### src/rtl/fir_pkg.sv
// fir_pkg
// Shared definitions for the time-multiplexed FIR engine.
// Contents:
//   DEF_DATA_W / DEF_TAPS / DEF_ACC_W  default widths and tap count
//   state_t                            sequencer states IDLE, MAC, TAIL
//   FRAC_BITS / ROUND_CONST            Q1.15 scaling and round-half-up constant
//   SAT_MAX / SAT_MIN                  output clamp limits for 16-bit PCM
package fir_pkg;

  localparam int DEF_DATA_W = 16;
  localparam int DEF_TAPS   = 16;
  localparam int DEF_ACC_W  = 40;

  localparam int FRAC_BITS   = 15;
  localparam int ROUND_CONST = 1 << (FRAC_BITS - 1);

  localparam int SAT_MAX = 32767;
  localparam int SAT_MIN = -32768;

  typedef enum logic [1:0] {
    IDLE = 2'd0,
    MAC  = 2'd1,
    TAIL = 2'd2
  } state_t;

endpackage

### src/rtl/fir_mac_sequencer_if.sv
// fir_mac_sequencer_if
// Groups the sample stream, coefficient ROM port and output stream of the
// FIR engine. The slave modport is the engine; the master modport is whatever
// feeds samples, serves the coefficient ROM and consumes filtered samples.
// Signals:
//   in_valid/in_data/in_ready  input sample handshake
//   coef_addr/coef_data        coefficient ROM (data one cycle after address)
//   clear                      synchronous history flush / abort
//   out_valid/out_data         filtered sample, one-cycle valid pulse
//   busy                       engine is working on a sample
interface fir_mac_sequencer_if #(
  parameter int DATA_W = 16,
  parameter int TAPS   = 16
);

  localparam int ADDR_W = $clog2(TAPS);

  logic                     in_valid;
  logic signed [DATA_W-1:0] in_data;
  logic                     in_ready;
  logic [ADDR_W-1:0]        coef_addr;
  logic signed [DATA_W-1:0] coef_data;
  logic                     clear;
  logic                     out_valid;
  logic signed [DATA_W-1:0] out_data;
  logic                     busy;

  modport master (
    output in_valid, in_data, coef_data, clear,
    input  in_ready, coef_addr, out_valid, out_data, busy
  );

  modport slave (
    input  in_valid, in_data, coef_data, clear,
    output in_ready, coef_addr, out_valid, out_data, busy
  );

endinterface

### src/rtl/fir_mac.sv
// fir_mac
// Registered signed multiply-accumulate shared by all taps.
// Ports:
//   clk, reset_n      clock and asynchronous active-low reset
//   i_hist_q          signed history sample for the current product
//   i_coef_data       signed Q1.15 coefficient for the current product
//   i_clr             zero the accumulator (wins over i_en)
//   i_en              add the current product into the accumulator
//   o_acc_next        accumulator plus the current product, before the edge
module fir_mac
  import fir_pkg::*;
#(
  parameter int DATA_W = DEF_DATA_W,
  parameter int ACC_W  = DEF_ACC_W
) (
  input  logic                     clk,
  input  logic                     reset_n,
  input  logic signed [DATA_W-1:0] i_hist_q,
  input  logic signed [DATA_W-1:0] i_coef_data,
  input  logic                     i_clr,
  input  logic                     i_en,
  output logic signed [ACC_W-1:0]  o_acc_next
);

  logic signed [2*DATA_W-1:0] w_prod;
  logic signed [ACC_W-1:0]    w_prodExt;
  logic signed [ACC_W-1:0]    r_acc;

  // Full-precision product, sign-extended so accumulation never wraps
  assign w_prod     = i_hist_q * i_coef_data;
  assign w_prodExt  = {{(ACC_W-2*DATA_W){w_prod[2*DATA_W-1]}}, w_prod};
  assign o_acc_next = r_acc + w_prodExt;

  always_ff @(posedge clk or negedge reset_n) begin
    if (!reset_n) begin
      r_acc <= '0;
    end else if (i_clr) begin
      r_acc <= '0;
    end else if (i_en) begin
      r_acc <= o_acc_next;
    end
  end

endmodule

### src/rtl/fir_mac_sequencer.sv
// fir_mac_sequencer
// Time-multiplexed FIR: each accepted sample goes into a circular history,
// then one shared MAC walks all taps against an external coefficient ROM and
// a rounded, saturated output sample is produced.
// Ports:
//   clk, reset_n   clock and asynchronous active-low reset
//   bus (slave)    sample in, coefficient ROM, sample out, clear, busy
module fir_mac_sequencer
  import fir_pkg::*;
#(
  parameter int DATA_W = DEF_DATA_W,
  parameter int TAPS   = DEF_TAPS,
  parameter int ACC_W  = DEF_ACC_W
) (
  input  logic          clk,
  input  logic          reset_n,
  fir_mac_sequencer_if.slave bus
);

  localparam int PTR_W = $clog2(TAPS);
  localparam logic [PTR_W-1:0] LAST_TAP = PTR_W'(TAPS - 1);

  state_t                   r_state;
  state_t                   w_stateNext;
  logic [PTR_W-1:0]         r_wrPtr;
  logic [PTR_W-1:0]         r_tap;
  logic signed [DATA_W-1:0] r_hist [TAPS];
  logic signed [DATA_W-1:0] r_histQ;
  logic                     r_rdyEn;
  logic                     r_outValid;
  logic signed [DATA_W-1:0] r_outData;

  logic                     w_ready;
  logic                     w_accept;
  logic                     w_macEn;
  logic                     w_macClr;
  logic [PTR_W-1:0]         w_coefAddr;
  logic [PTR_W-1:0]         w_rdIdx;
  logic [PTR_W-1:0]         w_wrPtrInc;
  logic signed [ACC_W-1:0]  w_accNext;
  logic signed [ACC_W-1:0]  w_rounded;
  logic signed [DATA_W-1:0] w_sat;

  fir_mac #(
    .DATA_W (DATA_W),
    .ACC_W  (ACC_W)
  ) u_mac (
    .clk         (clk),
    .reset_n     (reset_n),
    .i_hist_q    (r_histQ),
    .i_coef_data (bus.coef_data),
    .i_clr       (w_macClr),
    .i_en        (w_macEn),
    .o_acc_next  (w_accNext)
  );

  // r_rdyEn keeps in_ready low until the first edge after reset release
  assign w_ready  = (r_state == IDLE) && r_rdyEn && !bus.clear;
  assign w_accept = w_ready && bus.in_valid;

  // Read index (wr_ptr - tap) mod TAPS; adding TAPS keeps it correct for
  // tap counts that are not a power of two
  always_comb begin
    if (r_wrPtr >= r_tap) begin
      w_rdIdx = r_wrPtr - r_tap;
    end else begin
      w_rdIdx = PTR_W'(TAPS) + r_wrPtr - r_tap;
    end
    w_wrPtrInc = (r_wrPtr == LAST_TAP) ? '0 : r_wrPtr + 1'b1;
  end

  // Round half up, arithmetic shift back to Q1.15, then clamp to 16-bit PCM
  assign w_rounded = (w_accNext + ACC_W'(ROUND_CONST)) >>> FRAC_BITS;

  always_comb begin
    if (w_rounded > ACC_W'(SAT_MAX)) begin
      w_sat = DATA_W'(SAT_MAX);
    end else if (w_rounded < ACC_W'(SAT_MIN)) begin
      w_sat = DATA_W'(SAT_MIN);
    end else begin
      w_sat = w_rounded[DATA_W-1:0];
    end
  end

  // Next state and MAC control; the product of tap k is only available one
  // cycle later (registered ROM and hist_q), so tap 0 accumulates nothing
  always_comb begin
    w_stateNext = r_state;
    w_macEn     = 1'b0;
    w_macClr    = bus.clear;
    w_coefAddr  = '0;
    unique case (r_state)
      IDLE: begin
        w_macClr = 1'b1;
        if (w_accept) w_stateNext = MAC;
      end
      MAC: begin
        w_coefAddr = r_tap;
        w_macEn    = (r_tap != '0);
        if (r_tap == LAST_TAP) w_stateNext = TAIL;
      end
      TAIL: begin
        w_stateNext = IDLE;
      end
      default: begin
        w_stateNext = IDLE;
      end
    endcase
    if (bus.clear) w_stateNext = IDLE;
  end

  // State, history, pointers and output registers; clear wipes history and
  // suppresses the output update of an in-flight sample
  always_ff @(posedge clk or negedge reset_n) begin
    if (!reset_n) begin
      r_state    <= IDLE;
      r_wrPtr    <= '0;
      r_tap      <= '0;
      r_histQ    <= '0;
      r_rdyEn    <= 1'b0;
      r_outValid <= 1'b0;
      r_outData  <= '0;
      for (int i = 0; i < TAPS; i++) r_hist[i] <= '0;
    end else begin
      r_state    <= w_stateNext;
      r_rdyEn    <= 1'b1;
      r_outValid <= 1'b0;
      if (bus.clear) begin
        r_wrPtr <= '0;
        r_tap   <= '0;
        for (int i = 0; i < TAPS; i++) r_hist[i] <= '0;
      end else begin
        case (r_state)
          IDLE: begin
            if (w_accept) begin
              r_hist[r_wrPtr] <= bus.in_data;
              r_tap           <= '0;
            end
          end
          MAC: begin
            r_histQ <= r_hist[w_rdIdx];
            if (r_tap != LAST_TAP) r_tap <= r_tap + 1'b1;
          end
          TAIL: begin
            r_outValid <= 1'b1;
            r_outData  <= w_sat;
            r_wrPtr    <= w_wrPtrInc;
          end
          default: begin
          end
        endcase
      end
    end
  end

  assign bus.in_ready  = w_ready;
  assign bus.coef_addr = w_coefAddr;
  assign bus.out_valid = r_outValid;
  assign bus.out_data  = r_outData;
  assign bus.busy      = (r_state != IDLE);

endmodule

### src/flat_wrapper.sv
// flat-port wrapper written by rule: the top's interface ports become plain ports
module fir_mac_sequencer_flat import fir_pkg::*;
#(
  parameter int DATA_W = DEF_DATA_W,
  parameter int TAPS   = DEF_TAPS,
  parameter int ACC_W  = DEF_ACC_W
)
  (clk, reset_n, bus_in_valid, bus_in_data, bus_coef_data, bus_clear, bus_in_ready, bus_coef_addr, bus_out_valid, bus_out_data, bus_busy);
  fir_mac_sequencer_if #(.DATA_W(DATA_W), .TAPS(TAPS)) bus_i ();
  input  logic clk;
  input  logic reset_n;
  input wire logic [$bits(bus_i.in_valid)-1:0] bus_in_valid;
  input wire logic [$bits(bus_i.in_data)-1:0] bus_in_data;
  input wire logic [$bits(bus_i.coef_data)-1:0] bus_coef_data;
  input wire logic [$bits(bus_i.clear)-1:0] bus_clear;
  output wire logic [$bits(bus_i.in_ready)-1:0] bus_in_ready;
  output wire logic [$bits(bus_i.coef_addr)-1:0] bus_coef_addr;
  output wire logic [$bits(bus_i.out_valid)-1:0] bus_out_valid;
  output wire logic [$bits(bus_i.out_data)-1:0] bus_out_data;
  output wire logic [$bits(bus_i.busy)-1:0] bus_busy;
  assign bus_i.in_valid = bus_in_valid;
  assign bus_i.in_data = bus_in_data;
  assign bus_i.coef_data = bus_coef_data;
  assign bus_i.clear = bus_clear;
  assign bus_in_ready = bus_i.in_ready;
  assign bus_coef_addr = bus_i.coef_addr;
  assign bus_out_valid = bus_i.out_valid;
  assign bus_out_data = bus_i.out_data;
  assign bus_busy = bus_i.busy;
  fir_mac_sequencer #(.DATA_W(DATA_W), .TAPS(TAPS), .ACC_W(ACC_W)) u_core (.clk(clk), .reset_n(reset_n), .bus(bus_i));
endmodule
### config.mk
export PLATFORM = sky130hd
export DESIGN_NAME = fir_mac_sequencer_flat
export DESIGN_NICKNAME = d
export VERILOG_FILES = /design/src/rtl/fir_pkg.sv /design/src/rtl/fir_mac_sequencer_if.sv /design/src/rtl/fir_mac.sv /design/src/rtl/fir_mac_sequencer.sv /design/src/flat_wrapper.sv
export SDC_FILE = /design/constraint.sdc
export NUM_CORES = 1
export LEC_CHECK = 0
export BUFFER_PORTS_ARGS = -buffer_cell sky130_fd_sc_hd__buf_2
export CORE_MARGIN = 2
export CORE_UTILIZATION = 55
export CTS_CLUSTER_SIZE = 24
export DETAILED_ROUTE_END_ITERATION = 6
export PLACE_DENSITY = 0.74
export SYNTH_ARGS = -nofsm -noshare
export SYNTH_HDL_FRONTEND = slang
export SYNTH_SLANG_ARGS = --single-unit
### constraint.sdc
create_clock -name clk -period 8.15 [get_ports clk]
set_input_delay 1.2225 -clock clk [delete_from_list [all_inputs] [get_ports clk]]
set_output_delay 1.2225 -clock clk [all_outputs]
set_load 0.01 [all_outputs]
; ---- After elaboration in Yosys (flattened, before gate mapping)
; Cells that the tools add are included.
[classes]
addsub = 5
n_mul = 1
order_cmp = 5
n_eq_ne = 8
mux = 29
n_bitwise = 3
n_reduce_logical = 18
[op_table]
columns = cell, n
row1 = two-way mux 256 bit, 3
row2 = bitwise mux 256 bit, 1
row3 = two-way mux 16 bit, 5
row4 = two-way mux 40 bit, 2
row5 = binary-select mux 16 bit (select 4 bit), 1
row6 = demux 16 bit (select 4 bit), 1
row7 = adder 40 x 16 -> 40 bit (second input constant), 1
row8 = adder 40 x 32 -> 40 bit, 1
row9 = multiplier 16 x 16 -> 32 bit, 1
row10 = two-way mux 4 bit, 7
row11 = > comparator 25 x 16 -> 1 bit (second input constant), 1
row12 = less-than comparator 25 x 16 -> 1 bit (second input constant), 1
row13 = greater-or-equal comparator 5 bit (second input constant), 2
row14 = inverter 4 -> 5 bit, 2
row15 = nonzero test 2 bit, 5
row16 = != test 3 x 2 -> 1 bit (second input constant), 3
row17 = adder 4 x 1 -> 4 bit (second input constant), 2
row18 = equality test 4 bit (second input constant), 2
row19 = case mux 4 bit (2 select lines), 1
row20 = AND reduction 2 bit, 4
row21 = two-way mux 2 bit, 3
row22 = less-than comparator 5 x 1 -> 1 bit (second input constant), 1
row23 = logical AND 1 bit, 4
row24 = two-way mux 1 bit, 4
row25 = other kinds (11), 11
[totals]
ff_bits = 340
input_bits = 36
out_inout_bits = 23
word_cells = 93

; ---- Depth between registers and ports, before layout
[depth]
ltp_word = 9
ltp_mapped = 31
ltp_nobuf = 26

; ---- By module
; Synthesis repeated with hierarchy kept, for this count alone.
[hier_totals]
hier_cells = 2619
hier_area_um2 = 28406.0
[by_module_without_submodules]
columns = module, instances, cells_each, area_each_um2, seq_area_each_um2
row1 = fir_mac, 1, 1506, 14234.9, 1001.0
row2 = fir_mac_sequencer, 1, 1113, 14171.1, 7507.2

; ---- Least setup slack after synthesis
; Ideal clock, no wire load.
[synth_path]
kind = input to register
from = input bus_coef_data[1]
to = register u_core.r_outData[10] (netlist: u_core.bus.out_data[10])
setup_time_ps = 80
arrival_time_ps = 8599
t_required_ps = 8070
setup_slack_ps = -529
stages = 26
n_path_buf = 3
path_cell_list = clkbuf_1 > nand2_1 > inv_1 > fa_1 > fa_1 > inv_1 > fa_1 > fa_1 > inv_1 > fa_1 > inv_1 > fa_1 > inv_1 > ha_1 > clkbuf_1 > and3_1 > and3_1 > a221o_1 > a211oi_1 > nand4_1 > or4b_4 > or3_1 > a21o_1 > a31o_4 > buf_6 > o211ai_2
[synth_between]
elab_chain_len = 6
word_cells_on_any_way = 7
classes_between = add/sub: 2 / mul: 1 / order compare: 2 / mux: 2
[synth_lines]
columns = element, line
row1 = "start, declared", flat_wrapper.sv:14  ; input wire logic [$bits(bus_i.coef_data)-1:0] bus_coef_data;
row2 = multiplier 16 x 16 -> 32 bit (*), fir_mac.sv:30  ; assign w_prod = i_hist_q * i_coef_data;
row3 = adder 40 x 32 -> 40 bit (*), fir_mac.sv:32  ; assign o_acc_next = r_acc + w_prodExt;
row4 = adder 40 x 16 -> 40 bit (*), fir_mac_sequencer.sv:73  ; assign w_rounded = (w_accNext + ACC_W'(ROUND_CONST)) >>> FRAC_BITS;
row5 = less-than comparator 25 x 16 -> 1 bit, fir_mac_sequencer.sv:78  ; end else if (w_rounded < ACC_W'(SAT_MIN)) begin
row6 = two-way mux 16 bit, fir_mac_sequencer.sv:78
row7 = two-way mux 16 bit (*), fir_mac_sequencer.sv:76  ; if (w_rounded > ACC_W'(SAT_MAX)) begin
row8 = "end signal, assigned", fir_mac_sequencer.sv:146  ; r_outData <= w_sat;
row9 = "end, declared", fir_mac_sequencer.sv:31  ; logic signed [DATA_W-1:0] r_outData;
; Every way passes the cells marked *; elsewhere a longest branch is shown, timed or not.
; A chain may end at the register's enable or synchronous reset.

; ---- Final worst setup path
[layout_path]
from = input bus_coef_data[4]
to = register u_core.r_outData[3] (netlist: u_core.bus.out_data[3])
; Same word-level chain as after synthesis.

==> out/metrics.yaml <==
gp_congestion: 0.956
area_growth_pct: 14.3
antenna_found_initial: 1
required_ns: 8.60
row_count: 84
dr.pass1.iters: 6
fin_crit_ns: 7.98
wirelength_um: 79100
hold_class: "reg -> reg"
numPortBuffers: 58
crit_arrival_ns: 8.43
n_fill_cell: 4220
use_met1_pct: 38.8
core_um2: 52200
outcome: "finished clean"
drtIter0Drc: 2112
synth_warnings: 0
htree_levels: 2
die_y_um: 233
netlist_instances: 3141
ioPinCount: 59
clkTransAtPathRegs_ns: 0.07
syn_nets: 3633
synth.avg_cell_area_um2: 9.21
grt_max_degree: 197
grt_pass1_wl_um: 130000
yosysSeqAreaShare_pct: 29.4
globalRoute.busiestLayer: "met2"
synth_flop_cell: "dfrtp_1"
vias: 23400
met2_usage_pct: 52.1
clk_latency_ns: 0.54
antennaDiodeCount: 0
hold_violations: 0
avgViaCountPerCell: 5.78
drv_slew: 0
cts_buffers: 35
grt_pass1_vias: 25000
final_nets: 3817
cts_tree: "done"
finalInstanceArea_um2: 33100
ys_types: 87
fin_skew_ns: 0.0205
drcViolationCount: 0
die_x_um: 233
layout-drive-gt1-share_pct: 17.0
dpl-instance-area_um2: 31600
crit_type: "in -> reg"
cts_hold_buf: 0
relSlewSlack_pct: 18.5
grt_usage_pct: 30.3
avgRoutedWirePerCell_um: 19.6
drtAntennaViolNets: 0
use_met3_pct: 3.63
finalSetupViolCount: 0
initial_utilization_pct: 55.4
end_kind: "flop"
tightest_slew_ns: 1.22
synth_edf_count: 0
cts_root_buffer: "clkbuf_16"
crit_fanout: 11
critPathLaunchType: "primary input"
ys_ff_latch: 340
cap_violations: 0
fmax_ghz: 0.125
finalCritPeriodShare_pct: 97.9
cts_sinks: 340
die-area_um2: 54400
synth_area_um2: 28900
clk_path_buf_depth: 3
hpwl_um: 58000
async_flop_share_pct: 100
overflow: 0
flip-flops by register name, summed over array words and instances, names as in the netlist:
name and cells:
u_core.bus.out_valid 1, u_core.r_rdyEn 1, u_core.r_histQ 16, u_core.r_hist 256, u_core.r_wrPtr 4, u_core.r_tap 4, u_core.r_state 2, u_core.bus.out_data 16
u_core.u_mac.r_acc 40
cells by family (layout without fill, tap and decap cells):
logic type               Yosys count  count (layout)  share of synthesized area [%]
AND/OR/NAND/NOR                 1161            1161                           17.4
buffers and inverters            547             755                           7.39
AO/OA/AOI/OAI                    507             509                           10.4
adder cells (fa/ha/maj)          456             456                           28.3
flip-flops                       340             340                           29.4
multiplexers                      70              70                           5.22
XOR/XNOR                          59              59                           1.81
other                              1               1                         0.0130
placed cells by master (no fill, tap or decap), types with 13 or more instances in the layout:
cell / n
fa_2: 13
nand2_1: 819
nand3_1: 45
and2_1: 120
nor3_1: 13
xnor2_1: 26
a21oi_1: 296
buf_2: 52
nor2_1: 66
xor2_1: 25
fa_1: 318
a22o_1: 23
inv_1: 353
dfrtp_1: 339
o21ai_0: 67
mux4_2: 64
ha_1: 114
clkbuf_16: 35
buf_4: 274
nand4_1: 21
Yosys cell counts, types with 13 or more instances:
library cell	n	area (um^2)
ha_1	125	1560
a21oi_1	306	1530
mux4_2	64	1440
xor2_1	29	254
nor2_1	67	251
inv_1	358	1340
and2_1	123	769
nand3_1	46	230
fa_1	331	6630
a21o_1	13	97.6
nand2_1	823	3090
buf_1	17	63.8
xnor2_1	29	254
nand4_1	21	131
nor3_1	17	85.1
a22o_1	23	201
o21ai_0	77	385
clkbuf_1	152	571
dfrtp_1	340	8510
stage by stage:
step                setup WS [ns]  std cells  util, %  hold slack [ns]  setup TNS, ns
CTS                        0.0230       4033     62.9            0.496              0
detailed placement         -0.524       3970     60.5            0.481          -7.26
global placement           -0.368       3970     60.5            0.465          -5.42
floorplan               -0.000686       3141        -            0.455       -0.00685
finish                      0.169       4039     63.3            0.504              0
global route              -0.0341       4039     63.3            0.530        -0.0643
final cells by class:
class / count / area (um^2) / share of cell area, %
clock inverters: 15 / 246 / 0.746
well taps: 688 / 861 / 2.60
clock buffers: 48 / 985 / 2.98
flip-flops and latches: 340 / 8510 / 25.7
repair buffers: 334 / 2420 / 7.31
inverters: 358 / 1340 / 4.06
multi-input cells: 2256 / 18700 / 56.6
layer usage:
metal,vias to the layer above,wire length [um]
li1,10400,-
met1,11800,30700
met2,931,39700
met3,211,5320
met4,0,3340
met5,-,0
final timing paths:
kind                                                     start                                   to  slack [ns]  cells past startpoint
setup / recovery                              bus_coef_data[4]   u_core.bus.out_data[3]$_DFFE_PN0P_        0.17                     27
hold / removal             u_core.bus.out_data[15]$_DFFE_PN0P_  u_core.bus.out_data[15]$_DFFE_PN0P_        0.50                      2
setup reg to reg                 u_core.r_histQ[9]$_DFFE_PN0P_   u_core.bus.out_data[3]$_DFFE_PN0P_        0.23                     24
hold reg to reg            u_core.bus.out_data[15]$_DFFE_PN0P_  u_core.bus.out_data[15]$_DFFE_PN0P_        0.50                      2
max in group asynchronous                              reset_n        u_core.r_wrPtr[2]$_DFFE_PN0P_        5.97                      2
min in group asynchronous                              reset_n        u_core.r_hist[89]$_DFFE_PN0P_        0.67                      1
critical path: stages:
cell      delay [ns]
buf_2           0.18
and2_1          0.20
fa_1            0.54
inv_1           0.06
fa_1            0.45
fa_1            0.55
inv_1           0.06
fa_1            0.50
fa_1            0.50
inv_1           0.05
fa_1            0.48
inv_1           0.05
ha_2            0.37
buf_4           0.15
nand2_1         0.08
buf_4           0.14
nor4_1          0.25
a22oi_1         0.11
o211ai_1        0.14
xor2_1          0.29
and4b_4         0.29
and4_4          0.22
or4b_4          0.48
or3_1           0.41
a21o_4          0.25
o31a_4          0.16
o211ai_1        0.23
repair_timing:
action | CTS | global route
buffers inserted | 0 | 4
resized for setup | 1 | 49
endpoints found under the setup margin | 1 | 15
pin swaps | 0 | 10
cloned | 0 | 2
Power is left out: the tool's default activity adds up to more than one toggle a clock period on the data nets, which glitch-free logic cannot reach.
